<file path="src/rtl/f_issue_scoreboard_pkg.sv">
// Shared finfo bit positions, long-unit defaults and timer state encoding
// for the FPU issue scoreboard.
package f_issue_scoreboard_pkg;

  // finfo vector layout produced by the FPU decoder
  localparam int FINFO_WEN0    = 0;
  localparam int FINFO_WEN1    = 1;
  localparam int FINFO_USEFS0  = 2;
  localparam int FINFO_USEFS1  = 3;
  localparam int FINFO_USEFT0  = 4;
  localparam int FINFO_USEFT1  = 5;
  localparam int FINFO_FCCINST = 6;
  localparam int FINFOCNT      = 8;

  // DIV/SQRT occupancy after handoff, in cycles
  localparam int FSB_LONG_LAT  = 16;

  typedef enum logic {
    FSB_IDLE = 1'b0,
    FSB_BUSY = 1'b1
  } fsb_state_e;

  // Expand a pair index plus {half1,half0} flags into the 32-bit half map
  function automatic logic [31:0] pair_halves(logic [3:0] pair, logic [1:0] h);
    logic [31:0] r;
    r = {30'b0, h} << {pair, 1'b0};
    return r;
  endfunction

endpackage

</file>
<file path="src/rtl/f_issue_scoreboard_if.sv">
// Decode-side, execute-side and writeback signals of the issue scoreboard.
interface f_issue_scoreboard_if
  import f_issue_scoreboard_pkg::*;
#(
  parameter int FINFO_W = FINFOCNT
);
  logic               flush;
  logic               id_valid;
  logic               id_ready;
  logic [3:0]         id_fs, id_ft, id_fd;
  logic [FINFO_W-1:0] id_finfo;
  logic               id_long;
  logic               id_writecc;
  logic               iss_valid;
  logic               iss_ready;
  logic [3:0]         iss_fs, iss_ft, iss_fd;
  logic [FINFO_W-1:0] iss_finfo;
  logic               iss_long;
  logic               wb_valid;
  logic [3:0]         wb_fd;
  logic [1:0]         wb_wen;
  logic               wb_cc;
  logic [31:0]        fpr_pend;
  logic               long_busy;

  // Environment side: decoder, execute stage and writeback
  modport master (
    output flush, id_valid, id_fs, id_ft, id_fd, id_finfo, id_long, id_writecc,
           iss_ready, wb_valid, wb_fd, wb_wen, wb_cc,
    input  id_ready, iss_valid, iss_fs, iss_ft, iss_fd, iss_finfo, iss_long,
           fpr_pend, long_busy
  );

  // Scoreboard side
  modport slave (
    input  flush, id_valid, id_fs, id_ft, id_fd, id_finfo, id_long, id_writecc,
           iss_ready, wb_valid, wb_fd, wb_wen, wb_cc,
    output id_ready, iss_valid, iss_fs, iss_ft, iss_fd, iss_finfo, iss_long,
           fpr_pend, long_busy
  );
endinterface

</file>
<file path="src/rtl/f_issue_scoreboard_long_timer.sv">
// Occupancy timer for the unpipelined DIV/SQRT unit: busy for exactly
// LONG_LAT cycles following the cycle start_i is seen.
module f_sb_long_timer
  import f_issue_scoreboard_pkg::*;
#(
  parameter int LONG_LAT = FSB_LONG_LAT
) (
  input  logic clk,
  input  logic resetn,
  input  logic start_i,
  output logic busy_o
);
  localparam int CW = (LONG_LAT > 2) ? $clog2(LONG_LAT) : 1;

  fsb_state_e    state_q;
  logic [CW-1:0] cnt_q;

  // IDLE -> BUSY loads LONG_LAT-1; BUSY counts down to 0 then returns to IDLE
  always_ff @(posedge clk or negedge resetn) begin
    if (!resetn) begin
      state_q <= FSB_IDLE;
      cnt_q   <= '0;
    end else begin
      case (state_q)
        FSB_IDLE: if (start_i) begin
          state_q <= FSB_BUSY;
          cnt_q   <= CW'(LONG_LAT - 1);
        end
        FSB_BUSY: begin
          if (cnt_q == '0) state_q <= FSB_IDLE;
          else             cnt_q   <= cnt_q - 1'b1;
        end
        default: state_q <= FSB_IDLE;
      endcase
    end
  end

  assign busy_o = (state_q == FSB_BUSY);
endmodule

</file>
<file path="src/rtl/f_issue_scoreboard.sv">
// FPU issue stage: holds decoded ops until FPR-half, FCC and long-unit
// hazards clear, then presents them through a one-entry registered slot.
module f_issue_scoreboard
  import f_issue_scoreboard_pkg::*;
#(
  parameter int LONG_LAT = FSB_LONG_LAT,
  parameter int FINFO_W  = FINFOCNT
) (
  input logic clk,
  input logic resetn,
  f_issue_scoreboard_if.slave sb
);
  logic               iss_valid_q, iss_valid_d;
  logic [3:0]         iss_fs_q, iss_ft_q, iss_fd_q;
  logic [FINFO_W-1:0] iss_finfo_q;
  logic               iss_long_q, iss_wcc_q;
  logic [31:0]        fpr_pend_q, fpr_pend_d;
  logic               cc_pend_q, cc_pend_d;

  logic [31:0] wbclr, slot_wen, eff, need;
  logic        haz_fpr, haz_cc, haz_long, hazard;
  logic        accept, handoff, long_busy;

  // Same-cycle writeback bypass plus halves the slot op will write
  always_comb begin
    wbclr    = sb.wb_valid ? pair_halves(sb.wb_fd, sb.wb_wen) : '0;
    slot_wen = pair_halves(iss_fd_q, {iss_finfo_q[FINFO_WEN1], iss_finfo_q[FINFO_WEN0]});
    eff      = (fpr_pend_q & ~wbclr) | (iss_valid_q ? slot_wen : '0);
    need     = pair_halves(sb.id_fs, {sb.id_finfo[FINFO_USEFS1], sb.id_finfo[FINFO_USEFS0]})
             | pair_halves(sb.id_ft, {sb.id_finfo[FINFO_USEFT1], sb.id_finfo[FINFO_USEFT0]})
             | pair_halves(sb.id_fd, {sb.id_finfo[FINFO_WEN1],   sb.id_finfo[FINFO_WEN0]});
    haz_fpr  = |(need & eff);
    haz_cc   = sb.id_finfo[FINFO_FCCINST]
             & ((cc_pend_q & ~sb.wb_cc) | (iss_valid_q & iss_wcc_q));
    haz_long = sb.id_long & (long_busy | (iss_valid_q & iss_long_q));
    hazard   = haz_fpr | haz_cc | haz_long;
  end

  assign sb.id_ready = resetn & ~sb.flush & ~hazard & (~iss_valid_q | sb.iss_ready);
  assign accept      = sb.id_valid & sb.id_ready;
  assign handoff     = iss_valid_q & sb.iss_ready;

  // Pending bits are set when the op leaves the slot; set wins over writeback clear
  always_comb begin
    fpr_pend_d  = (fpr_pend_q & ~wbclr) | (handoff ? slot_wen : '0);
    cc_pend_d   = (cc_pend_q & ~sb.wb_cc) | (handoff & iss_wcc_q);
    iss_valid_d = iss_valid_q;
    if (accept)                  iss_valid_d = 1'b1;
    else if (handoff || sb.flush) iss_valid_d = 1'b0;
  end

  // Issue slot and pending state
  always_ff @(posedge clk or negedge resetn) begin
    if (!resetn) begin
      iss_valid_q <= 1'b0;
      iss_fs_q    <= '0;
      iss_ft_q    <= '0;
      iss_fd_q    <= '0;
      iss_finfo_q <= '0;
      iss_long_q  <= 1'b0;
      iss_wcc_q   <= 1'b0;
      fpr_pend_q  <= '0;
      cc_pend_q   <= 1'b0;
    end else begin
      iss_valid_q <= iss_valid_d;
      fpr_pend_q  <= fpr_pend_d;
      cc_pend_q   <= cc_pend_d;
      if (accept) begin
        iss_fs_q    <= sb.id_fs;
        iss_ft_q    <= sb.id_ft;
        iss_fd_q    <= sb.id_fd;
        iss_finfo_q <= sb.id_finfo;
        iss_long_q  <= sb.id_long;
        iss_wcc_q   <= sb.id_writecc;
      end
    end
  end

  f_sb_long_timer #(.LONG_LAT(LONG_LAT)) u_long (
    .clk     (clk),
    .resetn  (resetn),
    .start_i (handoff & iss_long_q),
    .busy_o  (long_busy)
  );

  assign sb.iss_valid = iss_valid_q;
  assign sb.iss_fs    = iss_fs_q;
  assign sb.iss_ft    = iss_ft_q;
  assign sb.iss_fd    = iss_fd_q;
  assign sb.iss_finfo = iss_finfo_q;
  assign sb.iss_long  = iss_long_q;
  assign sb.fpr_pend  = fpr_pend_q;
  assign sb.long_busy = long_busy;
endmodule
</file>
<file path="src/flat_wrapper.sv">
// flat-port wrapper written by rule: the top's interface ports become plain ports
module f_issue_scoreboard_flat import f_issue_scoreboard_pkg::*;
#(
  parameter int LONG_LAT = FSB_LONG_LAT,
  parameter int FINFO_W  = FINFOCNT
)
  (clk, resetn, sb_flush, sb_id_valid, sb_id_fs, sb_id_ft, sb_id_fd, sb_id_finfo, sb_id_long, sb_id_writecc, sb_iss_ready, sb_wb_valid, sb_wb_fd, sb_wb_wen, sb_wb_cc, sb_id_ready, sb_iss_valid, sb_iss_fs, sb_iss_ft, sb_iss_fd, sb_iss_finfo, sb_iss_long, sb_fpr_pend, sb_long_busy);
  f_issue_scoreboard_if #(.FINFO_W(FINFO_W)) sb_i ();
  input logic clk;
  input logic resetn;
  input wire logic [$bits(sb_i.flush)-1:0] sb_flush;
  input wire logic [$bits(sb_i.id_valid)-1:0] sb_id_valid;
  input wire logic [$bits(sb_i.id_fs)-1:0] sb_id_fs;
  input wire logic [$bits(sb_i.id_ft)-1:0] sb_id_ft;
  input wire logic [$bits(sb_i.id_fd)-1:0] sb_id_fd;
  input wire logic [$bits(sb_i.id_finfo)-1:0] sb_id_finfo;
  input wire logic [$bits(sb_i.id_long)-1:0] sb_id_long;
  input wire logic [$bits(sb_i.id_writecc)-1:0] sb_id_writecc;
  input wire logic [$bits(sb_i.iss_ready)-1:0] sb_iss_ready;
  input wire logic [$bits(sb_i.wb_valid)-1:0] sb_wb_valid;
  input wire logic [$bits(sb_i.wb_fd)-1:0] sb_wb_fd;
  input wire logic [$bits(sb_i.wb_wen)-1:0] sb_wb_wen;
  input wire logic [$bits(sb_i.wb_cc)-1:0] sb_wb_cc;
  output wire logic [$bits(sb_i.id_ready)-1:0] sb_id_ready;
  output wire logic [$bits(sb_i.iss_valid)-1:0] sb_iss_valid;
  output wire logic [$bits(sb_i.iss_fs)-1:0] sb_iss_fs;
  output wire logic [$bits(sb_i.iss_ft)-1:0] sb_iss_ft;
  output wire logic [$bits(sb_i.iss_fd)-1:0] sb_iss_fd;
  output wire logic [$bits(sb_i.iss_finfo)-1:0] sb_iss_finfo;
  output wire logic [$bits(sb_i.iss_long)-1:0] sb_iss_long;
  output wire logic [$bits(sb_i.fpr_pend)-1:0] sb_fpr_pend;
  output wire logic [$bits(sb_i.long_busy)-1:0] sb_long_busy;
  assign sb_i.flush = sb_flush;
  assign sb_i.id_valid = sb_id_valid;
  assign sb_i.id_fs = sb_id_fs;
  assign sb_i.id_ft = sb_id_ft;
  assign sb_i.id_fd = sb_id_fd;
  assign sb_i.id_finfo = sb_id_finfo;
  assign sb_i.id_long = sb_id_long;
  assign sb_i.id_writecc = sb_id_writecc;
  assign sb_i.iss_ready = sb_iss_ready;
  assign sb_i.wb_valid = sb_wb_valid;
  assign sb_i.wb_fd = sb_wb_fd;
  assign sb_i.wb_wen = sb_wb_wen;
  assign sb_i.wb_cc = sb_wb_cc;
  assign sb_id_ready = sb_i.id_ready;
  assign sb_iss_valid = sb_i.iss_valid;
  assign sb_iss_fs = sb_i.iss_fs;
  assign sb_iss_ft = sb_i.iss_ft;
  assign sb_iss_fd = sb_i.iss_fd;
  assign sb_iss_finfo = sb_i.iss_finfo;
  assign sb_iss_long = sb_i.iss_long;
  assign sb_fpr_pend = sb_i.fpr_pend;
  assign sb_long_busy = sb_i.long_busy;
  f_issue_scoreboard #(.LONG_LAT(LONG_LAT), .FINFO_W(FINFO_W)) u_core (.clk(clk), .resetn(resetn), .sb(sb_i));
endmodule
</file>
<file path="config.mk">
export PLATFORM = sky130hd
export DESIGN_NAME = f_issue_scoreboard_flat
export DESIGN_NICKNAME = d
export VERILOG_FILES = /design/src/rtl/f_issue_scoreboard_pkg.sv /design/src/rtl/f_issue_scoreboard_if.sv /design/src/rtl/f_issue_scoreboard_long_timer.sv /design/src/rtl/f_issue_scoreboard.sv /design/src/flat_wrapper.sv
export SDC_FILE = /design/constraint.sdc
export NUM_CORES = 1
export LEC_CHECK = 0
export CORE_UTILIZATION = 28
export CTS_CLUSTER_SIZE = 8
export DETAILED_ROUTE_END_ITERATION = 10
export HOLD_SLACK_MARGIN = 0.1
export SLEW_MARGIN = 20
export SYNTH_ARGS = -nofsm -noshare
export SYNTH_HDL_FRONTEND = slang
export SYNTH_SLANG_ARGS = --single-unit
</file>
<file path="constraint.sdc">
create_clock -name clk -period 2.94 [get_ports clk]
set_input_delay 0.588 -clock clk [delete_from_list [all_inputs] [get_ports clk]]
set_output_delay 0.588 -clock clk [all_outputs]
set_load 0.01 [all_outputs]
</file>
Word-level counts from Yosys, hierarchy flattened
Index checks and enable logic that the tools add are counted.
Storage, ports and cells
  register bits after elaboration: 61
  input bits: 35
  output and inout port bits: 56
  logic and storage cells: 65
Operators by class
  add/sub/neg operators: 1
  equal/unequal tests: 2
  shifts and indexed selects: 5
  multiplexer cells: 11
  bitwise logic cells: 30
  reductions and logical operators: 5
Operators with widths (number)
  left shift 2 x 5 -> 32 bit: 5
  bitwise OR 32 bit: 4
  two-way mux 32 bit: 3
  bitwise AND 32 bit: 2
  NOT 32 bit: 1
  OR reduction 32 bit: 1
  bitwise AND 1 bit: 12
  two-way mux 4 bit: 2
  one-hot mux 4 bit (2 select lines): 1
  bitwise OR 1 bit: 6
  NOT 1 bit: 5
  logical NOT 4 bit: 1
  two-way mux 1 bit: 4
  inequality test 2 bit (second input constant): 2
  subtractor 4 x 1 -> 4 bit (second input constant): 1
  one-hot mux 1 bit (2 select lines): 1
  AND reduction 2 bit: 1
  nonzero test 2 bit: 1
  logical OR 1 bit: 1

Longest topological paths before layout
Gate-level depths: netlist (run 1).
  word-level depth: 14
  gate-level depth with buffers: 10
  gate-level depth less buffers: 7

By module
A second synthesis (run 1) with hierarchy kept.
Second synthesis, totals
  cell total of the unflattened synthesis: 443
  area total of the unflattened synthesis: 4008.8 um^2
Modules (own cells, without submodules)
  f_issue_scoreboard: times used 1, cells an instance 416, area an instance 3732.3 um^2, seq. area each 1401.3 um^2
  f_sb_long_timer: times used 1, cells an instance 27, area an instance 276.5 um^2, seq. area each 125.1 um^2

Worst setup path after synthesis (run 1)
Ideal clock, no wire load.
  path type: input -> output
  start point: input port sb_id_fd[1]
  end point: output port sb_id_ready
  data arrival time: 2.208 ns
  required time: 2.352 ns
  path slack: 0.144 ns
  cell stages on the path: 7
  path buffers: 1
  cells stage by stage: buf_2 and3b_1 a22oi_1 a22oi_1 or4_4 nor3b_2 and3_2
Between the ends
  word-level cells in the longest chain between the ends: 9
Ends and longest elaborated chain
  start, declared: line flat_wrapper.sv:15  | input wire logic [$bits(sb_i.id_fd)-1:0] sb_id_fd;
  left shift 2 x 5 -> 32 bit: line f_issue_scoreboard_pkg.sv:26  | r = {30'b0, h} << {pair, 1'b0};
  bitwise OR 32 bit: line f_issue_scoreboard.sv:31  | | pair_halves(sb.id_fd, {sb.id_finfo[FINFO_WEN1], sb.id_finfo[FINFO_WEN0]});
  bitwise AND 32 bit: line f_issue_scoreboard.sv:32  | haz_fpr = |(need & eff);
  OR reduction 32 bit: line f_issue_scoreboard.sv:32
  bitwise OR 1 bit (2 in a row): line f_issue_scoreboard.sv:36  | hazard = haz_fpr | haz_cc | haz_long;
  NOT 1 bit: line f_issue_scoreboard.sv:39  | assign sb.id_ready = resetn & ~sb.flush & ~hazard & (~iss_valid_q | sb.iss_ready);
  bitwise AND 1 bit (2 in a row): line f_issue_scoreboard.sv:39
  end, declared: line flat_wrapper.sv:24  | output wire logic [$bits(sb_i.id_ready)-1:0] sb_id_ready;
No other way between the ends.

Final worst setup path (run 1)
  start point: input port sb_wb_fd[0]
  end point: output port sb_id_ready
Between the ends
  word-level cells in the longest chain between the ends: 12
Ends and longest elaborated chain
  start, declared: line flat_wrapper.sv:21  | input wire logic [$bits(sb_i.wb_fd)-1:0] sb_wb_fd;
  left shift 2 x 5 -> 32 bit: line f_issue_scoreboard_pkg.sv:26
  two-way mux 32 bit: line f_issue_scoreboard.sv:26  | wbclr = sb.wb_valid ? pair_halves(sb.wb_fd, sb.wb_wen) : '0;
  NOT 32 bit: line f_issue_scoreboard.sv:28  | eff = (fpr_pend_q & ~wbclr) | (iss_valid_q ? slot_wen : '0);
  bitwise AND 32 bit: line f_issue_scoreboard.sv:28
  bitwise OR 32 bit: line f_issue_scoreboard.sv:28
  bitwise AND 32 bit: line f_issue_scoreboard.sv:32
  OR reduction 32 bit: line f_issue_scoreboard.sv:32
  bitwise OR 1 bit (2 in a row): line f_issue_scoreboard.sv:36
  NOT 1 bit: line f_issue_scoreboard.sv:39
  bitwise AND 1 bit (2 in a row): line f_issue_scoreboard.sv:39
No other way between the ends.

==> metrics.txt, run 1 <==
crit path cell chain=buf_2 > buf_4 > nand4b_1 > o21ai_1 > buf_4 > o2bb2ai_1 > nand4_1 > nor3b_4 > and3_4 > buf_6; Post-Route Setup TNS=-0.08020 ns; H-tree depth=3; Port-buffer cells=90; crit share post-route=102.7%; gr usage total=22.94%; worst-case clock buffer depth=2; combinational power share=between 40% and 50%; vias in the first global route=4387; area of the multi-input gates=2561 um2; final wirelength=16290 um; cts bufs inserted=9; die width=120.4 um; die area=14490 um2; share of layout cells above drive strength 1=between 30% and 40%; synthesized flop and latch total=slightly above 60; yosys warns=0; ys flop type=dfrtp_1; Clock Sinks=61; Antenna Violating Nets Remaining=0; Reg power frac=30.4%; Core Area=13450 um2; initial antenna violation count=0; LEAKAGE=roughly 2.8 nW; Min-Delay Path Class=input port to asynchronous set/reset pin; Die Ht=between 100 and 150 um; TritonCTS clock tree=built; critical path's slowest cell=nand4b_1; post-synthesis cell count=428; Pint=2.998 mW; via count=4379; crit start category=input port; final net count=684; PD cells=704.5 nW/um2; Fin. Hold Viols=0; Placer Congestion=0.9496; # DRC=0; P&R area growth vs syn=65.36%; Clock power frac=about a fifth; fmax=331.1 MHz; Slew headroom=57.10%; clock slew at reported path FFs=around 0.05 ns; Max FO, Critical Path=6; outcome=finished with violations; post-synthesis cell area=3923 um2; Initial Util=29.16%; Antenna diodes=0; largest net degree at the start of global routing=35; Finished Layout Cells=826; Sw Share=34.39%; Slowest Stage Delay on Critical Path=0.27 ns; Register Area=1529 um2; # setup viols final=1; starting DRC count in detailed routing=339; CP arrival=roughly 2.4 ns; HPWL Detailed=12910 um; minimum clock period=just over 3 ns; fin worst setup slack=-0.08020 ns; wire length of the first global-routing pass=24450 um; routed vias/inst=5.301; placed insts=802; I/O pins=91; Post-synth ARST share=100.0%; Netlist cell types=54; cell mode on critical path=buf_4; standard-cell row count=42; IR drop worst, VDD=0.0004228 V; Slew @ Worst Pin=0.6411 ns; root buffer cell=clkbuf_16; NetSw=1.572 mW; routed wire length per instance=19.73 um; maxcap violations=0; kind of critical path=input port to primary output; unrepaired setup endpoints after global routing=yes; DRT Pass-1 Iters=5; Mapped Nets=approximately 470; worst r2r path cells=13; worst endpoint required time=2.35 ns; Syn Area/Cell=9.165 um2; GRT Residual Overflow=0; final slew viol count=0; Filler Cell Count=1306; hold_buf cts=0; worst skew pair latency=0.34 ns; Worst setup EP type=primary output; register area share after synthesis=38.92%; Setup Skew=0.007792 ns; violated checks=negative setup slack; Post-synth EDFFs=0
## final timing paths
kind / from / endpoint / slack [ns]
worst max-delay path: sb_wb_fd[0] / sb_id_ready / -0.08
worst min-delay path: resetn / u_core.sb.iss_ft[3] / 0.40
worst max register to register: u_core.sb.iss_fd[0] / u_core.sb.iss_finfo[7] / 0.21
worst min register to register: u_core.sb.iss_fs[0] / u_core.sb.iss_fs[0] / 0.50
max in group asynchronous: resetn / u_core.sb.iss_fd[0] / 1.77
min in group clk: sb_flush / u_core.sb.iss_valid / 0.47
## area by class of cell
type,instances,share of cell area [%]
Tap cell,176,3.395
Inverter,2,0.1157
Timing Repair Buffer,225,29.32
Clock inverter,2,0.1543
Sequential cell,61,23.57
Clock buffer,12,3.954
Multi-Input combinational cell,348,39.49
## cells in the mapped netlist, types with 7 or more instances
| cell | n | area (um2) |
|---|---|---|
| o2bb2ai_1 | 7 | 61.31 |
| dfrtp_1 | 61 | 1526 |
| o22ai_1 | 17 | 106.4 |
| o21ai_0 | 55 | 275.3 |
| clkbuf_1 | 8 | 30.03 |
| mux2_4 | 19 | 285.3 |
| a22oi_1 | 28 | 210.2 |
| nand2b_1 | 18 | 112.6 |
| nand2_1 | 64 | 240.2 |
| nor3_1 | 8 | 40.04 |
| nor2b_1 | 8 | 50.05 |
| nor2_1 | 25 | 93.84 |
| nand3_1 | 7 | 35.03 |
## critical path, delay by kind of cell
family,cells,cell delay [ns]
buffers and inverters,4,0.53
AO/OA/AOI/OAI,2,0.30
AND/OR/NAND/NOR,4,1.00
## placed cells by master (no fill, tap or decap), types with 4 or more instances in the layout
cell type	netlist	layout
o21bai_1	6	6
o2bb2ai_1	7	7
o21ai_1	2	16
nand2_1	64	64
dfrtp_1	61	59
o22ai_1	17	15
nor3_1	8	8
nand4_1	6	6
nand2b_1	18	14
a22oi_2	0	9
o21ai_0	55	33
buf_4	0	125
mux2_4	19	19
clkdlybuf4s50_1	0	60
nand3_1	7	5
nor2b_1	8	7
nand3b_1	6	6
clkdlybuf4s15_2	0	7
o21ai_2	0	7
and3b_2	1	4
buf_2	6	13
nor2_1	25	25
nand2b_4	0	4
clkbuf_16	0	9
a22oi_1	28	19
o21a_1	6	6
buf_6	3	13
nand4b_1	5	5
## timing repair
item / CTS / global route
pin swaps: 31 / 21
setup endpoints to repair: 23 / 1
setup buffers: 9 / 4
endpoints found under the hold margin: 0 / 0
gates resized for setup: 155 / 34
## power by group through the flow
stage	Combinational, mW	Clock [mW]	Sequential (mW)
finish	2.22	0.961	1.39
global route	2.36	1.02	1.44
CTS	2.19	0.989	1.38
detailed placement	2.13	0	1.38
global placement	2.10	0	1.38
floorplan	0.790	0	1.45
## per-layer routing
layer	part of all wire (%)	wire, um	vias up	track usage, %
li1	-	-	2051	-
met1	46	7458	2168	30.33
met2	48	7807	135	37.36
met3	4.3	701	25	4.858
met4	2.0	327	0	7.099
met5	0	0	-	0
## registers in the layout, summed over array words and instances, names as in the netlist
signal                count
u_core.u_long.busy_o      1
u_core.sb.iss_ft          4
u_core.sb.iss_valid       1
u_core.sb.iss_fs          4
u_core.sb.iss_fd          4
u_core.sb.fpr_pend       32
u_core.iss_wcc_q          1
u_core.u_long.cnt_q       4
u_core.cc_pend_q          1
u_core.sb.iss_long        1
u_core.sb.iss_finfo       8
## stage by stage
stage          utilization, %  setup WS [ns]  cell area, um2  total power [mW]  hold slack [ns]
6_report                48.21       -0.08020            6486             4.570           0.4029
2_1_floorplan               -         0.1441            3923             2.239           0.2924
3_3_place_gp            43.82         -1.024            5896             3.481           0.4871
4_1_cts                 47.59       -0.09155            6402             4.559           0.3998
3_5_place_dp            43.82         -1.017            5896             3.510           0.4975
5_1_grt                 48.21        -0.1348            6486             4.825           0.4139
## cell families (layout without fill, tap and decap cells)
family                     Yosys count  after routing  synth area share [%]
xor gates and xnor gates             1              1                0.2233
and+or+nand+nor                    185            185                 26.73
DFF                                 61             61                 38.92
adders and majority gates            2              2                0.6379
buffers and inverters               19            241                 2.584
muxes                               22             22                 8.134
AOI/OAI and AO/OA                  138            138                 22.78
No activity file was read; power rests on OpenSTA's default activity.
==> run 2, diff against run 1 <==
--- a/config.mk
+++ b/config.mk
@@ -5,9 +5,11 @@
 export SDC_FILE = /design/constraint.sdc
 export NUM_CORES = 1
 export LEC_CHECK = 0
+export CAP_MARGIN = 30
 export CORE_UTILIZATION = 28
 export CTS_CLUSTER_SIZE = 8
 export DETAILED_ROUTE_END_ITERATION = 10
+export GPL_ROUTABILITY_DRIVEN = 0
 export HOLD_SLACK_MARGIN = 0.1
 export SLEW_MARGIN = 20
 export SYNTH_ARGS = -nofsm -noshare
==> run 2 against run 1 <==
  * The run still ends with negative setup slack left
  * Setup slack improved by 0.046 ns
  * Sequential power is essentially flat
  * Routed wire length fell by 4.0%
  * Clock skew barely moved
  * Via count is 1.7% higher
  * Register-to-register slack better by 0.14 ns
==> metrics.txt, run 2 (synthesis results as in run 1) <==
outcome=finished with violations (unchanged); violated checks=negative setup slack (unchanged); final wirelength=15650 um (was 16290 um); worst r2r path cells=11 (was 13); share of layout cells above drive strength 1=37.81% (was 38.46%); fin worst setup slack=-0.03420 ns (was -0.08020 ns); Hold Crit Start=sb_id_fd[1]; final net count=672 (was 684); DRT Pass-1 Iters=6 (was 5); unrepaired setup endpoints after global routing=yes (unchanged); # DRC=0 (unchanged); I/O pins=91 (unchanged); worst-case clock buffer depth=2 (unchanged); starting DRC count in detailed routing=435 (was 339); Antenna Violating Nets Remaining=0 (unchanged); IR drop worst, VDD=0.0003205 V (was 0.0004228 V); PD cells=718.6 nW/um2 (was 704.5 nW/um2); hold_buf cts=0 (unchanged); die width=120.4 um (unchanged); fmax=336.2 MHz (was 331.1 MHz); largest net degree at the start of global routing=62 (was 35); Power, Total=4.624 mW (was 4.570 mW); kind of critical path=input port to primary output (unchanged); worst skew pair latency=0.33 ns (was 0.34 ns); P&R area growth vs syn=64.05% (was 65.36%); CP Launch Point=sb_id_fd[0] (was sb_wb_fd[0]); commonest non-fill, non-tap cell in the layout=buf_4 (unchanged); Filler Cell Count=1300 (was 1306); Slew headroom=46.87% (was 57.10%); standard-cell row count=42 (unchanged); critical path's slowest cell=or4_4 (was nand4b_1); vias in the first global route=4468 (was 4387); TritonCTS clock tree=built (unchanged); crit share post-route=101.2% (was 102.7%); final slew viol count=0 (unchanged); die area=14490 um2 (unchanged); pre-CTS WS=-0.9799 ns (was -1.017 ns); cts bufs inserted=9 (unchanged); crit path cell chain=clkdlybuf4s15_2 > and2_4 > a22oi_2 > a22oi_1 > or4_4 > nor3b_4 > and3_4 > buf_6 (was buf_2 > buf_4 > nand4b_1 > o21ai_1 > buf_4 > o2bb2ai_1 > nand4_1 > nor3b_4 > and3_4 > buf_6); Register Area=1528 um2 (was 1529 um2); Die Ht=120.4 um (unchanged); Antenna diodes=0 (unchanged); GRT Residual Overflow=0 (unchanged); Fin. Hold Viols=0 (unchanged); HPWL Detailed=11850 um (was 12910 um); Largest register FFs=32 (unchanged); crit start category=input port (unchanged); Clock Sinks=61 (unchanged); LEAKAGE=2.719 nW (was 2.803 nW); Max FO, Critical Path=4 (was 6); routed wire length per instance=19.18 um (was 19.73 um); final hold slack=0.4949 ns (was 0.4029 ns); via count=4453 (was 4379); maxcap violations=0 (unchanged); H-tree depth=3 (unchanged); root buffer cell=clkbuf_16 (unchanged); gr usage total=21.67% (was 22.94%); Worst setup EP type=primary output (unchanged); Port-buffer cells=90 (unchanged); minimum clock period=2.974 ns (was 3.020 ns); Slew @ Worst Pin=0.7969 ns (was 0.6411 ns); area of the multi-input gates=2570 um2 (was 2561 um2); Core Area=13450 um2 (unchanged); worst reg2reg startpoint=u_core.sb.iss_fd[0] (unchanged); CP arrival=2.39 ns (was 2.43 ns); clock slew at reported path FFs=0.05 ns (about the same); Slowest Stage Delay on Critical Path=0.56 ns (was 0.27 ns); wire length of the first global-routing pass=23980 um (was 24450 um); worst endpoint required time=2.35 ns (about the same); WHS Path Cells=2; Initial Util=29.16% (unchanged); # setup viols final=1 (unchanged); routed vias/inst=5.457 (was 5.301); most frequent cells in the layout=116 x buf_4, 63 x nand2_1, 60 x clkdlybuf4s50_1, 60 x dfrtp_1, 36 x o21ai_0 (was 125 x buf_4, 64 x nand2_1, 60 x clkdlybuf4s50_1); Setup Skew=0.007758 ns (was 0.007792 ns); Min-Delay Path Class=input port to flop (was input port to asynchronous set/reset pin); initial antenna violation count=0 (unchanged)
==> run 2: through the flow <==
step	utilization (%)	area, um2	TNS [ns]	instances
2_1_floorplan	-	3923	0	428
3_3_place_gp	43.49	5851	-11.06	796
3_5_place_dp	43.49	5851	-11.94	796
4_1_cts	46.61	6270	0	813
5_1_grt	47.83	6435	-0.07330	816
6_report	47.83	6435	-0.03420	816
==> run 2: critical path: cells and delay by family <==
family,cells,cell delay [ns]
buffers and inverters,2,0.32
AOI/OAI and AO/OA,2,0.27
and+or+nand+nor,4,1.21
==> run 2: what timing repair did <==
action                                  in CTS  in global routing
gates resized for setup                    151                 46
buffers inserted                             4                  5
pin swaps                                   25                 28
endpoints found under the setup margin      23                  1
endpoints found under the hold margin        0                  0
==> run 2: report_power, final <==
group          switching [mW]  total [mW]  internal (mW)
Combinational           0.967        2.18           1.21
Clock                   0.386        1.06          0.673
Sequential              0.243        1.38           1.14
==> run 2: worst paths after layout <==
kind	end	slack, ns
min	u_core.sb.iss_fd[1]	0.49
min reg2reg	u_core.sb.iss_finfo[6]	0.51
max in group asynchronous	u_core.sb.iss_fd[1]	1.84
min in group asynchronous	u_core.sb.iss_finfo[5]	0.54
max	sb_id_ready	-0.03
max reg2reg	u_core.iss_wcc_q	0.35
==> run 2: layer usage <==
layer | global-route usage, % | vias to the layer above | routed length, um
li1 | - | 2027 | -
met4 | 7.870 | 0 | 552
met1 | 27.62 | 2151 | 6580
met3 | 4.764 | 52 | 1113
met2 | 35.85 | 223 | 7403
met5 | 0 | - | 0
==> run 2: area by class of cell <==
| type | count | area share [%] |
|---|---|---|
| inverter | 2 | 0.1167 |
| clock buffer | 11 | 3.772 |
| clock inverter | 5 | 0.7778 |
| tap | 176 | 3.422 |
| sequential | 61 | 23.74 |
| timing repair buffer | 213 | 28.23 |
| multi-input combinational | 348 | 39.94 |
